### config.mk
export PLATFORM = sky130hd
export DESIGN_NAME = fifo_param
export DESIGN_NICKNAME = d
export VERILOG_FILES = /design/src/rtl/fifo_pkg.sv /design/src/rtl/fifo_mem.sv /design/src/rtl/fifo_param.sv
export SDC_FILE = /design/constraint.sdc
export NUM_CORES = 1
export LEC_CHECK = 0
export CAP_MARGIN = 20
export CELL_PAD_IN_SITES_DETAIL_PLACEMENT = 1
export CELL_PAD_IN_SITES_GLOBAL_PLACEMENT = 1
export CORE_ASPECT_RATIO = 0.9
export CORE_MARGIN = 5
export CORE_UTILIZATION = 33
export CTS_BUF_LIST = sky130_fd_sc_hd__clkbuf_2
export CTS_CLUSTER_DIAMETER = 100
export DETAILED_ROUTE_END_ITERATION = 10
export PLACE_DENSITY_LB_ADDON = 0.3
export SYNTH_ARGS = -nofsm -noshare
export SYNTH_HDL_FRONTEND = slang
export SYNTH_SLANG_ARGS = --single-unit
### constraint.sdc
create_clock -name clk -period 5.9 [get_ports clk]
set_input_delay 1.18 -clock clk [delete_from_list [all_inputs] [get_ports clk]]
set_output_delay 1.18 -clock clk [all_outputs]
set_load 0.05 [all_outputs]
### src/rtl/fifo_pkg.sv
// fifo_pkg: shared constants, count-width helper and transaction record for
// the parametrised FIFO and the environments that drive it.
package fifo_pkg;

  localparam int FIFO_DATA_WIDTH = 16;
  localparam int FIFO_DEPTH      = 8;

  // Occupancy needs to represent 0..depth inclusive, hence depth+1.
  function automatic int fifo_cnt_w(input int depth);
    return $clog2(depth + 1);
  endfunction

  // One cycle of producer/consumer activity.
  typedef struct packed {
    logic                       wr;
    logic                       rd;
    logic [FIFO_DATA_WIDTH-1:0] data;
  } fifo_txn_t;

endpackage

### src/rtl/fifo_mem.sv
// fifo_mem: DEPTH x DATA_WIDTH storage array, no reset.
// Ports:
//   clk      - write clock
//   wr_en    - write strobe, stores wr_data at wr_addr on posedge
//   wr_addr  - write address
//   wr_data  - write data
//   rd_addr  - asynchronous read address
//   rd_data  - mem[rd_addr], combinational
module fifo_mem
  import fifo_pkg::*;
#(
  parameter int DATA_WIDTH = FIFO_DATA_WIDTH,
  parameter int DEPTH      = FIFO_DEPTH
) (
  input  logic                     clk,
  input  logic                     wr_en,
  input  logic [$clog2(DEPTH)-1:0] wr_addr,
  input  logic [DATA_WIDTH-1:0]    wr_data,
  input  logic [$clog2(DEPTH)-1:0] rd_addr,
  output logic [DATA_WIDTH-1:0]    rd_data
);

  logic [DATA_WIDTH-1:0] mem [DEPTH];

  always_ff @(posedge clk) begin
    if (wr_en) mem[wr_addr] <= wr_data;
  end

  assign rd_data = mem[rd_addr];

endmodule

### src/rtl/fifo_param.sv
// fifo_param: parametrised single-clock FIFO with occupancy count,
// programmable almost-full/almost-empty flags and optional FWFT output.
// Ports:
//   clk, rst_n        - clock, async active-low reset
//   data_in, wr_en    - write side
//   rd_en, data_out   - read side (registered or fall-through per FWFT)
//   wr_ack            - pulse: previous cycle's write accepted
//   overflow          - pulse: previous cycle's write rejected
//   underflow         - pulse: previous cycle's read rejected
//   full, empty       - count==DEPTH / count==0
//   almostfull        - AF_THRESH <= count < DEPTH
//   almostempty       - 0 < count <= AE_THRESH
//   count             - current occupancy
module fifo_param
  import fifo_pkg::*;
#(
  parameter int DATA_WIDTH = FIFO_DATA_WIDTH,
  parameter int DEPTH      = FIFO_DEPTH,
  parameter int AF_THRESH  = DEPTH - 1,
  parameter int AE_THRESH  = 1,
  parameter bit FWFT       = 1'b0
) (
  input  logic                          clk,
  input  logic                          rst_n,
  input  logic [DATA_WIDTH-1:0]         data_in,
  input  logic                          wr_en,
  input  logic                          rd_en,
  output logic [DATA_WIDTH-1:0]         data_out,
  output logic                          wr_ack,
  output logic                          overflow,
  output logic                          underflow,
  output logic                          full,
  output logic                          empty,
  output logic                          almostfull,
  output logic                          almostempty,
  output logic [fifo_cnt_w(DEPTH)-1:0]  count
);

  localparam int AW = $clog2(DEPTH);
  localparam int CW = fifo_cnt_w(DEPTH);

  localparam logic [AW-1:0] PTR_ONE = AW'(1);
  localparam logic [CW-1:0] CNT_ONE = CW'(1);
  localparam logic [CW-1:0] CNT_MAX = CW'(DEPTH);
  localparam logic [CW-1:0] AF_LVL  = CW'(AF_THRESH);
  localparam logic [CW-1:0] AE_LVL  = CW'(AE_THRESH);

  logic [AW-1:0]         wr_ptr, rd_ptr;
  logic [DATA_WIDTH-1:0] mem_rd;
  logic                  wr_ok, rd_ok;

  assign full  = (count == CNT_MAX);
  assign empty = (count == '0);

  // A read in the same cycle frees the slot, so a full FIFO still takes the write.
  assign wr_ok = wr_en && (!full || rd_en);
  assign rd_ok = rd_en && !empty;

  assign almostfull  = (count >= AF_LVL) && !full;
  assign almostempty = (count <= AE_LVL) && !empty;

  fifo_mem #(
    .DATA_WIDTH (DATA_WIDTH),
    .DEPTH      (DEPTH)
  ) u_mem (
    .clk     (clk),
    .wr_en   (wr_ok),
    .wr_addr (wr_ptr),
    .wr_data (data_in),
    .rd_addr (rd_ptr),
    .rd_data (mem_rd)
  );

  always_ff @(posedge clk or negedge rst_n) begin
    if (!rst_n) begin
      wr_ptr    <= '0;
      rd_ptr    <= '0;
      count     <= '0;
      wr_ack    <= 1'b0;
      overflow  <= 1'b0;
      underflow <= 1'b0;
    end else begin
      if (wr_ok) wr_ptr <= wr_ptr + PTR_ONE;
      if (rd_ok) rd_ptr <= rd_ptr + PTR_ONE;
      if (wr_ok && !rd_ok)      count <= count + CNT_ONE;
      else if (rd_ok && !wr_ok) count <= count - CNT_ONE;
      wr_ack    <= wr_ok;
      overflow  <= wr_en && !wr_ok;
      underflow <= rd_en && !rd_ok;
    end
  end

  generate
    if (FWFT) begin : g_fwft
      // Head word is shown directly; a read simply advances past it.
      assign data_out = empty ? '0 : mem_rd;
    end else begin : g_reg
      logic [DATA_WIDTH-1:0] data_q;
      always_ff @(posedge clk or negedge rst_n) begin
        if (!rst_n)     data_q <= '0;
        else if (rd_ok) data_q <= mem_rd;
      end
      assign data_out = data_q;
    end
  endgenerate

endmodule
Word level (Yosys, flattened, before mapping)
Memory sizes are Yosys's and may differ from the RTL's. A register that Yosys moved wholly into a read port is not among the register bits.
Index checks and enable logic that the tools add are counted.

storage, ports and cells
  bits in registers = 13
  RAM bits = 128
  bits of input ports = 20
  output and inout bits = 27
  logic and storage cells = 34
  memories = 1

operators by class
  add/subtract/negate cells = 4
  order comparisons = 2
  equality and inequality tests = 1
  mux-type cells = 4
  reductions and logical operators = 16

memories
  name       words  bits a word  rd ports  clocked after Yosys merged registers in  wr ports  line            source
  u_mem.mem  8      16           1         1                                        1         fifo_mem.sv:23  logic [DATA_WIDTH-1:0] mem [DEPTH];

operator list
  kind                 count
  $logic_and 1x1->1    8
  $mux 4               2
  $add 3x1->3 const B  2
  $logic_not 1->1      5
  $add 4x1->4 const B  1
  $eq 4x4->1 const B   1
  $ge 4x3->1 const B   1
  $le 4x1->1 const B   1
  $logic_not 4->1      1
  $sub 4x1->4 const B  1
  $mux 1               2
  $reduce_bool 2->1    1
  $logic_or 1x1->1     1

Longest topological paths before layout
  depth after elaboration = 8
  mapped depth = 10
  depth with buffers taken out = 9

Cells and area by module
Synthesis repeated with hierarchy kept, for this count alone.

second synthesis, totals
  cell total of the unflattened synthesis = 286
  area total of the unflattened synthesis = 6263.5 µm²

by module, submodules not included
  module      times used  cells each  area an instance (µm²)  sequential area each (µm²)
  fifo_mem    1           198         4973.5                  3843.7
  fifo_param  1           88          1290.0                  725.7

Worst setup path before layout
OpenSTA, ideal clock, no wires.

  kind = register to output
  start = reg count[0]
  end = out almostempty
  arrival time = 2685 ps
  data required time = 4720 ps
  slack = 2035 ps
  cell stages (with the launch flop) = 4
  buffers on the path = 0
  cells stage by stage = dfrtp_1 inv_1 ha_1 nor4b_1

between the ends
  longest elaborated chain between the ends = 3
  elaborated cells between the ends (all ways) = 4
  classes of those cells = 1 x order compare; 3 x reduce/logical

RTL lines
  item                                                                line              source
  start: declaration                                                  fifo_param.sv:36  output logic [fifo_cnt_w(DEPTH)-1:0] count
  start signal: assignment                                            fifo_param.sv:85  if (wr_ok && !rd_ok) count <= count + CNT_ONE;
  start signal: assignment                                            fifo_param.sv:86  else if (rd_ok && !wr_ok) count <= count - CNT_ONE;
  parallel branches: the longest is 2 deep, another holds $le 4x1->1  -
  $logic_and 1x1->1 *                                                 fifo_param.sv:60  assign almostempty = (count <= AE_LVL) && !empty;
  end: declaration                                                    fifo_param.sv:35  output logic almostempty,

Mark *: on every way between the ends.

Worst setup path after layout
  start = reg count[1]
  end = out empty

between the ends
  longest elaborated chain between the ends = 1

RTL lines
  item              line              source
  $logic_not 4->1   fifo_param.sv:53  assign empty = (count == '0);
  end: declaration  fifo_param.sv:33  output logic empty,

No other way between the ends.

==> results <==
- The flow ran to the end, and the final reports show no timing, DRC or antenna violations.
- The combined area of all synthesized cells is around 6300 sq um.
- The number of antenna violations at the first check in global routing is 1.
- The fill cell total of the finished layout is 1943.
- The floorplan step set the die width to 156 um.
- The number of pins exceeding their max-slew limit in the final report is 0.
- The launching element type of the critical path is a register.
- The relative area change from synthesis to final layout is 15.4%.
- The routed layout has 3302 vias.
- Along the worst path, the maximum fanout reaches 12.
- The max-capacitance violation count is 0.
- Summed over all failing endpoints, the final setup total negative slack is 0 ns.
- The tree is rooted in a sky130_fd_sc_hd__clkbuf_2.
- Dividing the detail-routed wire length by the instance count gives 20.5 um.
- Final hold analysis gives a worst-case slack of 0.549 ns.
- Before antenna repair, the detailed router went through 4 iterations.
- After global routing the overflow that remains totals 0.
- Setup repair after global routing left no endpoint under its margin.
- For this block, the initial DRC count from the detailed router was ~140.
- The switching power share of the total is 40.0%.
- The async set or reset register ratio after synthesis is a little under a fifth.
- The final number of hold-violating endpoints came to 0.
- The sequential cell area fraction in the yosys report is slightly above 70%.
- Buffers inserted during clock tree synthesis total 17.
- After Yosys synthesis, and, or, nand and nor cells account for 2.88% of the synthesized area.
- The adder-cell share of the synthesized area is ~1.2%.
- The global placement routability congestion is 0.754.
- The via count of the first global-routing pass came to 3582.
- The path type of the worst setup path is reg2out.
- For the finished layout, the period the worst path requires is 4.31 ns.
- By area the synthesized netlist is led by sky130_fd_sc_hd__edfxtp_1 61%, sky130_fd_sc_hd__dfrtp_1 12%, sky130_fd_sc_hd__mux2_2 6.1%.
- The dominant cell by count in the synthesized netlist is sky130_fd_sc_hd__edfxtp_1.
- The number of endpoints failing setup at the final stage is 0.
- In this run the static leakage power is 2.53 nW.
- The share of total power dissipated in combinational logic is between 30% and 40%.
- The distinct cell type count of the synthesized netlist is 34.
- The net count after synthesis is 387.
- By area, the combinational part of the netlist is dominated by multiplexers.
- The initialized floorplan defines 48 standard-cell rows.
- The switching power is 1.43 mW.
- The routed design has 14000 um of wire.
- For met3 alone, demand over resource in global routing was 3.62%.
- The number of vias per cell after detailed routing is 4.83.
- The count of cells in the finished layout, fillers not included, comes to slightly below 700.
- The insertion delay of the later-clocked pin in the worst-skew pair is a little over 0.7 ns.
- The path class of the tightest hold or removal check is reg2reg.
- The synthesized design contains 128 enable-type register cells.
- Summing the areas of all compound-gate instances in the mapped netlist gives 8.63% of the synthesized area.
- The net count of the finished layout is around 450.
- The met1 track demand over resource is between 10% and 20%.
- Once detail routing completed, the nets flagged for antenna violations numbered 0.
- The clock arrives with approximately 0.036 ns of skew.
- The commonest cells after synthesis are 128 x sky130_fd_sc_hd__edfxtp_1, 34 x sky130_fd_sc_hd__mux2_2, 33 x sky130_fd_sc_hd__mux2i_1, 29 x sky130_fd_sc_hd__dfrtp_1, 18 x sky130_fd_sc_hd__o21ai_0.
- The clock network burns approximately 16% of the power.
- The top cell type by area accounts for between 60% and 70% of the synthesized area.
- Global routing consumed, on the met2 layer, 22.3% of the routing resources.
- After detailed placement, the design holds a cell count of 650.
- The share of layout cells above drive strength 1 is 23.4%.
- The endpoint type of the worst setup path is an output pin.
- TritonCTS built the clock tree.
- Measured along the y axis, the die boundary spans 141 um.
- Global routing used 13.5% of the available tracks.
- The library cell with the largest summed area after synthesis is sky130_fd_sc_hd__edfxtp_1.
- Hold repair after CTS inserted 0 buffers.
- The post-CTS clock slew at the launch and capture registers of the worst setup and hold paths is 0.25 ns.
- The worst voltage drop across the vdd grid is 129 uV.
- The count of clock tree sinks is approximately 160.
- The top flip-flop cell by instance count after synthesis is sky130_fd_sc_hd__edfxtp_1.
- At the worst endpoint, the required time is 4.72 ns.
- The power density over cell area is around 500 nW/um^2.
- The H-tree depth reported by CTS is 4.
- The top-level I/O count is 47.
- The count of synthesis-stage warnings from yosys is 0.
- After clock tree synthesis, the repair step resized 0 gates.
- In the synthesized netlist, mux cells make up 11.3% of the area.
- The internal power of the cells totals between 2 and 2.5 mW.
- For this configuration, the core starts out at a cell density of between 30% and 40%.
- For this run, design rule violations remaining after detail routing come to 0.
- Counting along the longest clock path gives a buffer depth of 2.
- The average cell area after synthesis is around 17 sq um.
- The area of the die is 22000 sq um.
- In this run, flip-flops and latches consume 44.5% of the power.
- The worst slew margin relative to its limit is 29.6%.
- The wire-length estimate of the detail-placed layout is a little under 9000 um.
- The most used routing layer is met2.
- The wire length of the first global-routing pass is 21800 um.
- The final critical path takes up between 70% and 80% of the cycle.
- The worst-margin pin slew is 1.05 ns.
- The XOR/XNOR share of the synthesized area is about 1.1%.
- For the worst setup path, the data arrival time is 3.13 ns.
- The region available for standard cell placement spans 19000 sq um.
- Entering global routing, the biggest net connects 39 pins.
- Synthesis produced a netlist whose cell count is about 360.
- The number of setup buffers added after CTS is 0.
- For this run, the top clock speed supported by timing is approximately 230 MHz.
- The post-synthesis register bit count is 157.
- Buffers placed on the I/O ports in this run total 46.
==> cell families (layout without fill, tap and decap cells) <==
family,after synthesis,in the layout
other,0,1
flip-flops,157,157
AND/OR/NAND/NOR,31,31
multiplexers,67,67
buffers and inverters,24,95
XOR/XNOR,8,8
AO/OA/AOI/OAI,68,68
adder cells (fa/ha/maj),6,6
==> per-stage QoR <==
step                area (sq um)  worst slack (ns)  utilization, %  power, mW
detailed placement          7050              2.36            37.2       3.08
floorplan                   6310              2.04               -       2.62
CTS                         7280              1.45            38.4       3.64
global placement            7050              2.46            37.2       3.05
finish                      7280              1.59            38.4       3.58
global route                7280              1.25            38.4       3.79
==> power by group through the flow <==
| stage | registers, mW | logic (mW) | clock network [mW] |
|---|---|---|---|
| after floorplan | 1.79 | 0.830 | 0 |
| after global placement | 1.61 | 1.44 | 0 |
| after detailed placement | 1.63 | 1.45 | 0 |
| after CTS | 1.60 | 1.46 | 0.585 |
| after global routing | 1.62 | 1.53 | 0.638 |
| final | 1.59 | 1.43 | 0.559 |
==> path summary, 6_finish.rpt <==
kind	startpoint	end	slack [ns]	cells after the start
worst max-delay path	count[1]	empty	1.59	4
worst min register to register	wr_ptr[0]	wr_ptr[0]	0.55	1
worst max register to register	count[1]	count[2]	3.03	9
worst min-delay path	wr_ptr[0]	wr_ptr[0]	0.55	1
max in group asynchronous	rst_n	data_out[5]	4.72	2
min in group asynchronous	rst_n	overflow	0.83	2
==> layout make-up <==
cell class	instances	area (sq um)	area share, %
Sequential cell	157	4570	62.8
Antenna cell	1	2.50	0.0344
Clock inverter	15	141	1.94
Clock buffer	17	85.1	1.17
Timing Repair Buffer	58	551	7.56
Inverter	5	18.8	0.258
Multi-Input combinational cell	180	1600	22.0
Tap cell	250	313	4.30
==> flip-flops by register name, indices dropped and copies added (netlist names) <==
register,cells
overflow,1
data_out,16
u_mem.mem,128
wr_ptr,3
rd_ptr,3
count,4
wr_ack,1
underflow,1
==> placed cells by master (no fill, tap or decap), drive strengths merged, types with 2 or more instances in the layout <==
master and count:
clkinv 10, xnor2 6, nand3 2, mux2i 33, mux2 34, o31ai 16
dfrtp 29, clkbuf 17, nor3b 2, nand2b 4, buf 12, ha 6
xor2 2, nor2 8, a22o 16, inv 8, o21ai 19, nor3 2
edfxtp 128, o22ai 16, clkdlybuf4s50 46, nand3b 2, nand2 4
==> critical path, cell delays in order (launching register included) <==
cell and delay [ns]:
sky130_fd_sc_hd__dfrtp_1 0.51, sky130_fd_sc_hd__inv_1 0.11, sky130_fd_sc_hd__ha_1 0.25, sky130_fd_sc_hd__nor3b_2 0.60
sky130_fd_sc_hd__clkdlybuf4s50_1 0.93
==> routing by layer <==
layer	part of all wire, %	routed length [um]
met1	46	6410
met5	0	0
met4	1.1	154
met2	49	6870
met3	3.9	541
No activity file was read; power rests on OpenSTA's default activity.
